[config.mk]
export PLATFORM = sky130hd
export DESIGN_NAME = dbus_arbiter
export DESIGN_NICKNAME = d
export VERILOG_FILES = /design/src/rtl/dbus_pkg.sv /design/src/rtl/dbus_wdt.sv /design/src/rtl/dbus_arbiter.sv
export SDC_FILE = /design/constraint.sdc
export NUM_CORES = 1
export LEC_CHECK = 0
export BUFFER_PORTS_ARGS = -buffer_cell sky130_fd_sc_hd__buf_2
export CORE_AREA = 4 4 121 123
export DETAILED_ROUTE_END_ITERATION = 16
export DIE_AREA = 0 0 125 127
export PLACE_DENSITY = 0.52
export SLEW_MARGIN = 40
export SYNTH_ARGS = -nofsm -noshare
export SYNTH_HDL_FRONTEND = slang
export SYNTH_SLANG_ARGS = --single-unit
[constraint.sdc]
create_clock -name clk -period 2.68 [get_ports clk]
set_clock_uncertainty 0.15 [all_clocks]
set_input_delay 0.402 -clock clk [delete_from_list [all_inputs] [get_ports clk]]
set_output_delay 0.402 -clock clk [all_outputs]
set_load 0.01 [all_outputs]
[src/rtl/dbus_pkg.sv]
// Shared data-bus types and widths.
// Used by the arbiter and the address decoder.
package dbus_pkg;

  localparam int DBUS_AW = 32;
  localparam int DBUS_DW = 32;

  typedef enum logic [1:0] {
    IDLE = 2'd0,
    GNT0 = 2'd1,
    GNT1 = 2'd2
  } dbus_arb_state_t;

endpackage

[src/rtl/dbus_wdt.sv]
// Grant watchdog: counts grant cycles without slave ready.
// Pulses expire when the count reaches TIMEOUT.
module dbus_wdt #(
  parameter int unsigned TIMEOUT = 255
) (
  input  logic clk,
  input  logic rstb,
  input  logic en_i,
  input  logic clr_i,
  input  logic done_i,
  output logic expire_o
);

  logic [15:0] cnt_q, cnt_d;

  assign expire_o = en_i & (cnt_q == 16'(TIMEOUT));

  always_comb begin
    cnt_d = cnt_q;
    if (clr_i | done_i | expire_o) begin
      cnt_d = '0;
    end else if (en_i) begin
      cnt_d = cnt_q + 16'd1;
    end
  end

  always_ff @(posedge clk or negedge rstb) begin
    if (!rstb) begin
      cnt_q <= '0;
    end else begin
      cnt_q <= cnt_d;
    end
  end

endmodule

[src/rtl/dbus_arbiter.sv]
// Two-master round-robin data-bus arbiter with a
// watchdog that completes unanswered transactions.
module dbus_arbiter
  import dbus_pkg::*;
#(
  parameter int unsigned TIMEOUT  = 255,
  parameter logic [31:0] ERR_DATA = 32'h0
) (
  input  logic        clk,
  input  logic        rstb,
  input  logic [31:0] m0_addr,
  input  logic        m0_rd_req,
  input  logic        m0_wr_req,
  input  logic [3:0]  m0_wr_be,
  input  logic [31:0] m0_wr_data,
  output logic        m0_rd_ready,
  output logic        m0_wr_ready,
  output logic [31:0] m0_rd_data,
  input  logic [31:0] m1_addr,
  input  logic        m1_rd_req,
  input  logic        m1_wr_req,
  input  logic [3:0]  m1_wr_be,
  input  logic [31:0] m1_wr_data,
  output logic        m1_rd_ready,
  output logic        m1_wr_ready,
  output logic [31:0] m1_rd_data,
  output logic [31:0] s_addr,
  output logic        s_rd_req,
  output logic        s_wr_req,
  output logic [3:0]  s_wr_be,
  output logic [31:0] s_wr_data,
  input  logic        s_rd_ready,
  input  logic        s_wr_ready,
  input  logic [31:0] s_rd_data,
  output logic        err_flag,
  output logic        err_id,
  input  logic        err_clr
);

  dbus_arb_state_t state_q, state_d;
  logic last_q, last_d;
  logic err_flag_q, err_id_q;

  logic m0_req, m1_req;
  logic gnt, sel;
  logic rd_req_x, wr_req_x;
  logic rd_rdy, wr_rdy;
  logic [DBUS_DW-1:0] rdata;
  logic wdt_done, expire;

  assign m0_req = m0_rd_req | m0_wr_req;
  assign m1_req = m1_rd_req | m1_wr_req;
  assign gnt    = (state_q != IDLE);
  assign sel    = (state_q == GNT1);

  assign rd_req_x = gnt & (sel ? m1_rd_req : m0_rd_req);
  assign wr_req_x = gnt & (sel ? m1_wr_req : m0_wr_req);

  // Counter reset on slave ready uses the raw request, not the gated one
  assign wdt_done = (s_rd_ready & rd_req_x) |
                    (s_wr_ready & wr_req_x);

  dbus_wdt #(
    .TIMEOUT(TIMEOUT)
  ) u_wdt (
    .clk     (clk),
    .rstb    (rstb),
    .en_i    (gnt),
    .clr_i   (~gnt),
    .done_i  (wdt_done),
    .expire_o(expire)
  );

  always_comb begin
    s_addr    = '0;
    s_wr_be   = '0;
    s_wr_data = '0;
    if (gnt) begin
      s_addr    = sel ? m1_addr    : m0_addr;
      s_wr_be   = sel ? m1_wr_be   : m0_wr_be;
      s_wr_data = sel ? m1_wr_data : m0_wr_data;
    end
  end

  assign s_rd_req = rd_req_x & ~expire;
  assign s_wr_req = wr_req_x & ~expire;

  assign rd_rdy = (s_rd_ready & s_rd_req) | (expire & rd_req_x);
  assign wr_rdy = (s_wr_ready & s_wr_req) | (expire & wr_req_x);
  assign rdata  = expire ? ERR_DATA : s_rd_data;

  always_comb begin
    m0_rd_ready = 1'b0;
    m0_wr_ready = 1'b0;
    m0_rd_data  = '0;
    m1_rd_ready = 1'b0;
    m1_wr_ready = 1'b0;
    m1_rd_data  = '0;
    if (state_q == GNT0) begin
      m0_rd_ready = rd_rdy;
      m0_wr_ready = wr_rdy;
      m0_rd_data  = rdata;
    end
    if (state_q == GNT1) begin
      m1_rd_ready = rd_rdy;
      m1_wr_ready = wr_rdy;
      m1_rd_data  = rdata;
    end
  end

  always_comb begin
    state_d = state_q;
    last_d  = last_q;
    unique case (state_q)
      IDLE: begin
        unique case (1'b1)
          m0_req & m1_req:
            state_d = last_q ? GNT0 : GNT1;
          m0_req & ~m1_req: state_d = GNT0;
          ~m0_req & m1_req: state_d = GNT1;
          default:          state_d = IDLE;
        endcase
      end
      GNT0, GNT1: begin
        // A dropped request also ends the grant
        if (rd_rdy | wr_rdy | ~(rd_req_x | wr_req_x)) begin
          state_d = IDLE;
          last_d  = sel;
        end
      end
      default: state_d = IDLE;
    endcase
  end

  always_ff @(posedge clk or negedge rstb) begin
    if (!rstb) begin
      state_q    <= IDLE;
      last_q     <= 1'b1;
      err_flag_q <= 1'b0;
      err_id_q   <= 1'b0;
    end else begin
      state_q <= state_d;
      last_q  <= last_d;
      if (err_clr) begin
        err_flag_q <= 1'b0;
      end else if (expire) begin
        err_flag_q <= 1'b1;
      end
      if (expire) begin
        err_id_q <= sel;
      end
    end
  end

  assign err_flag = err_flag_q;
  assign err_id   = err_id_q;

endmodule
# --- After elaboration in Yosys (flattened, before gate mapping) ---
# Cells that the tools add are included.
word_totals:
  rom_bits: 0
  word_cells: 68
  ram_bits: 0
  n_memories: 0
  latchBits: 0
  ff_bits: 21
classes:
  n_mux: 23
  mul: 0
  n_reduce_logical: 6
  shift: 0
  n_eq_ne: 4
  n_lt_le_gt_ge: 0
  bitwise_logic: 29
  n_div: 0
  n_addsub: 1
ops:
  columns: ["operator", "n"]
  rows:
  - ["two-way mux 32 bit", 7]
  - ["two-way mux 16 bit", 2]
  - ["adder 16 x 1 -> 16 bit (second input constant)", 1]
  - ["equality test 16 x 8 -> 1 bit (second input constant)", 1]
  - ["bitwise AND 1 bit", 14]
  - ["OR 1 bit", 10]
  - ["two-way mux 1 bit", 8]
  - ["two-way mux 4 bit", 2]
  - ["one-hot mux 2 bit (3 select lines)", 1]
  - ["nonzero test 2 bit", 3]
  - ["inverter 1 bit", 5]
  - ["two-way mux 2 bit", 2]
  - ["one-hot mux 2 bit (2 select lines)", 1]
  - ["equality test 2 x 1 -> 1 bit (second input constant)", 1]
  - ["equality test 2 bit (second input constant)", 1]
  - ["logical NOT 2 bit", 1]
  - ["!= test 2 bit (second input constant)", 1]
  - ["AND reduction 2 bit", 1]
  - ["OR reduction 2 bit", 1]

# --- Longest topological paths before layout ---
logic_depth:
  word_depth: 10
  mapped_depth: 9

# --- Hierarchy ---
# Synthesis repeated with hierarchy kept, for this count alone.
hier_totals:
  hier_cells: 353
  hier_area_um2: 2653.8
by_module_without_submodules:
  columns: ["mod", "cells_per_inst", "n_inst", "area_each_um2"]
  rows:
  - ["dbus_arbiter", 269, 1, 1841.8]
  - ["dbus_wdt", 84, 1, 812.0]

# --- Least setup slack after synthesis ---
# OpenSTA, ideal clock, no wires.
synth_path:
  path_type: "register to output"
  from: "register u_wdt.cnt_q[0]"
  to: "output m0_rd_data[0]"
  stages_incl_launch_ff: 9
  setup_slack_ps: 487
  arrival_time_ps: 1641
  n_path_buf: 3
  cell_sequence: "dfrtp_1 -> ha_1 -> and3_1 -> and3_1 -> buf_4 -> nand4_4 -> buf_6 -> buf_6 -> and3_1"
synth_via:
  elab_chain_cells: 4
synth_lines:
  columns: ["item", "line_no", "text"]
  rows:
  - ["start, declared", "dbus_wdt.sv:14", "logic [15:0] cnt_q, cnt_d;"]
  - ["start signal, assigned", "dbus_wdt.sv:31", "cnt_q <= cnt_d;"]
  - ["equality test 16 x 8 -> 1 bit", "dbus_wdt.sv:16", "assign expire_o = en_i & (cnt_q == 16'(TIMEOUT));"]
  - ["bitwise AND 1 bit", "dbus_wdt.sv:16", null]
  - ["two-way mux 32 bit", "dbus_arbiter.sv:90", "assign rdata = expire ? ERR_DATA : s_rd_data;"]
  - ["two-way mux 32 bit", "dbus_arbiter.sv:99", "if (state_q == GNT0) begin"]
  - ["end, declared", "dbus_arbiter.sv:18", "output logic [31:0] m0_rd_data,"]
# No other way between the ends.

# --- Final worst setup path ---
layout_path:
  from: "register u_wdt.cnt_q[0]"
  to: "output m1_rd_data[27]"
layout_via:
  elab_chain_cells: 4
layout_lines:
  columns: ["item", "line_no", "text"]
  rows:
  - ["equality test 16 x 8 -> 1 bit", "dbus_wdt.sv:16", null]
  - ["bitwise AND 1 bit", "dbus_wdt.sv:16", null]
  - ["two-way mux 32 bit", "dbus_arbiter.sv:90", null]
  - ["two-way mux 32 bit", "dbus_arbiter.sv:104", "if (state_q == GNT1) begin"]
  - ["end, declared", "dbus_arbiter.sv:26", "output logic [31:0] m1_rd_data,"]
# No other way between the ends.

==> results.ini <==
[finish]
drive_gt1_frac=0.521
fillers=1494
fin_util=0.331
final_nets=831
diodes=0
synthToLayoutAreaGrowth_pct=70.4
final_area_um2=4530

[synth]
synth-simple-area-share=0.360
yosys_warnings=0
netlist_instances=352
synth_xor_xnor_area_share=0.0461
synth_top_area_share=0.264
synthArstFlopShare=1.00
yosysMostFrequentCell=nor2_1
synth_top_cell_by_area=mux2i_1
synth_area_per_cell_um2=7.55
synth_fa_ha_area_frac=0.0188
synth_fp_nets=533
synth-edff-count=0
ys.flop_type=dfrtp_1
yosys-top-cells-count=97 x nor2_1, 70 x mux2i_1, 66 x and3_1, 20 x dfrtp_1, 16 x clkbuf_1
synth_compound_area_frac=0.0273
ys_seq_elements=21
netlist_area_um2=2660
seq_area_frac_synth=0.198
ys_types=31
synth_mux_area_frac=0.274
synthTopCellsByArea=mux2i_1 26%, dfrtp_1 19%, and3_1 16%
synth_top_family_by_area=simple AND/OR/NAND/NOR gates

[timing]
period_share=0.958
worstMarginPinSlew_ps=588
finalCriticalPeriod_ps=2570
final_max_slew_viol_count=0
relSlewSlack=0.605
rsz0062_at_grt=no
setup-tns-final_ps=0
setup_viol=0
max_freq_mhz=389
hold_viol=0

[clock_tree]
clkSinkCount=21
worst_setup_hold_path_clk_slew_ps=50
cts_buffers=3
cts_buffer_depth=2
cts_max_level=1
cts_tree=built
cts-root-buf=clkbuf_16
worstSkewPairLatency_ps=250

[critical_path]
critPathMaxStageDelay_ps=390
required_ps=2130
crit_path_end_kind=output pin
worstPathBufferInverterCount=2
crit_chain=ha_1, and3_1, and3_4, nand4_4, clkbuf_16, and3_1, buf_2
r2r-end=last_q
r2r_cells=7
cp-start-kind=flip-flop
crit_path_max_fanout=34
critPathTopFamily=simple AND/OR/NAND/NOR gates
r2r_start=u_wdt.cnt_q[0]
rrSetupSlack_ps=510
critical_path.slowest_cell=dfrtp_1
critPathKind=flip-flop to output pin
crit_top_cell=and3_1
worstPathArrival_ps=2020

[placed_design]
detailed_place_hpwl_mm=11.3
dpl-instance-area_um2=4400
place.gp.congestion=0.941
io_buffers=316

[die]
num_rows=43
chipHeight_um=127
die_width_um=125
initial_core_util=0.194
io_pins=317
die_area_um2=15900
coreArea_um2=13700

[global_routing]
grt_max_degree=69
grt_pass1_vias=3267
grt_pass1_wl_mm=19.6
overflow=0
antenna_found_initial=0
track_usage=0.152

[power_and_ir_drop]
p_leak_uw=0.00276
ir_drop_mv=0.327
powerDensity_nw_per_um2=860

[drt]
drc=0
first_iter_violations=252
drt-total-wl_mm=13.6
ant_nets=0
wire_per_inst_um=16.4
routed_via_density=4.35
firstDrtPassIters=4
met3_wirelength_um=858
met2_length_mm=7.12
met1_length_mm=5.45
routed.top_layer=met4
dr_total_vias=3603

[outcome]
status=complete, no violations

[worst_hold_path]
whs_endpoint=err_flag
hp-class=input port to flip-flop
min_path_cells=2
min-delay-start=err_clr

[run]
drv_cap=0

## metal layers
metal	track usage	vias up
li1	-	1810
met1	0.187	1645
met2	0.274	132
met3	0.0334	16
met4	0.0300	0
met5	0	-
## what timing repair did
item	4_1_cts	5_1_grt
gates resized for setup	2	4
hold buffers	1	0
cloned	0	1
endpoints found under the hold margin	20	0
endpoints found under the setup margin	4	117
buffers inserted	0	0
## report_power, final
group          internal [µW]  switching, µW
clock network            203            108
registers                356           24.5
logic                   1330           1880
## cells in the final DEF, fill, tap and decap left out, types with 3 or more instances in the layout
master / count
clkbuf_16: 4
xor2_1: 8
buf_12: 3
and3_1: 65
xnor2_1: 6
inv_1: 8
nand3_1: 7
nor2_1: 97
buf_2: 316
nor3_1: 3
nand2_1: 7
dfrtp_1: 20
and4_1: 3
mux2i_1: 70
o21ai_0: 3
buf_4: 3
## area by class of cell
type	count	area (µm²)	area share
timing repair buffer	325	1710	0.378
clock buffer	4	78.8	0.0174
inverter	8	30.0	0.00663
multi-input combinational	291	1960	0.432
sequential	21	527	0.116
tap	180	225	0.0497
## sequential cells by signal (all words and copies together) (netlist names)
register     flops
err_flag         1
err_id           1
state_q          2
u_wdt.cnt_q     16
last_q           1
## metrics by stage
step	total power [µW]	instances	setup WS [ps]	hold slack, ps
6_report	3890	829	112	167
5_1_grt	4190	829	8.19	171
4_1_cts	3930	828	2.70	165
3_5_place_dp	3600	823	217	241
3_3_place_gp	3620	823	260	239
2_1_floorplan	2290	352	487	-43.6
## logic make-up after synthesis
group,after synthesis
AND/OR/NAND/NOR,190
multiplexers,72
buffers and inverters,40
flip-flops,21
XOR/XNOR,14
AO/OA/AOI/OAI,11
adder cells (fa/ha/maj),4
## worst max-delay path by stage
stage	startpoint	endpoint	depth (start not counted)
floorplan	u_wdt.cnt_q[0]	m0_rd_data[0]	8
global placement	u_wdt.cnt_q[0]	m1_rd_ready	7
detailed placement	u_wdt.cnt_q[0]	m1_rd_ready	7
CTS	u_wdt.cnt_q[0]	m1_rd_ready	7
global route	u_wdt.cnt_q[0]	m1_rd_ready	7
finish	u_wdt.cnt_q[0]	m1_rd_data[27]	7
(Power assumes the default switching activity.)
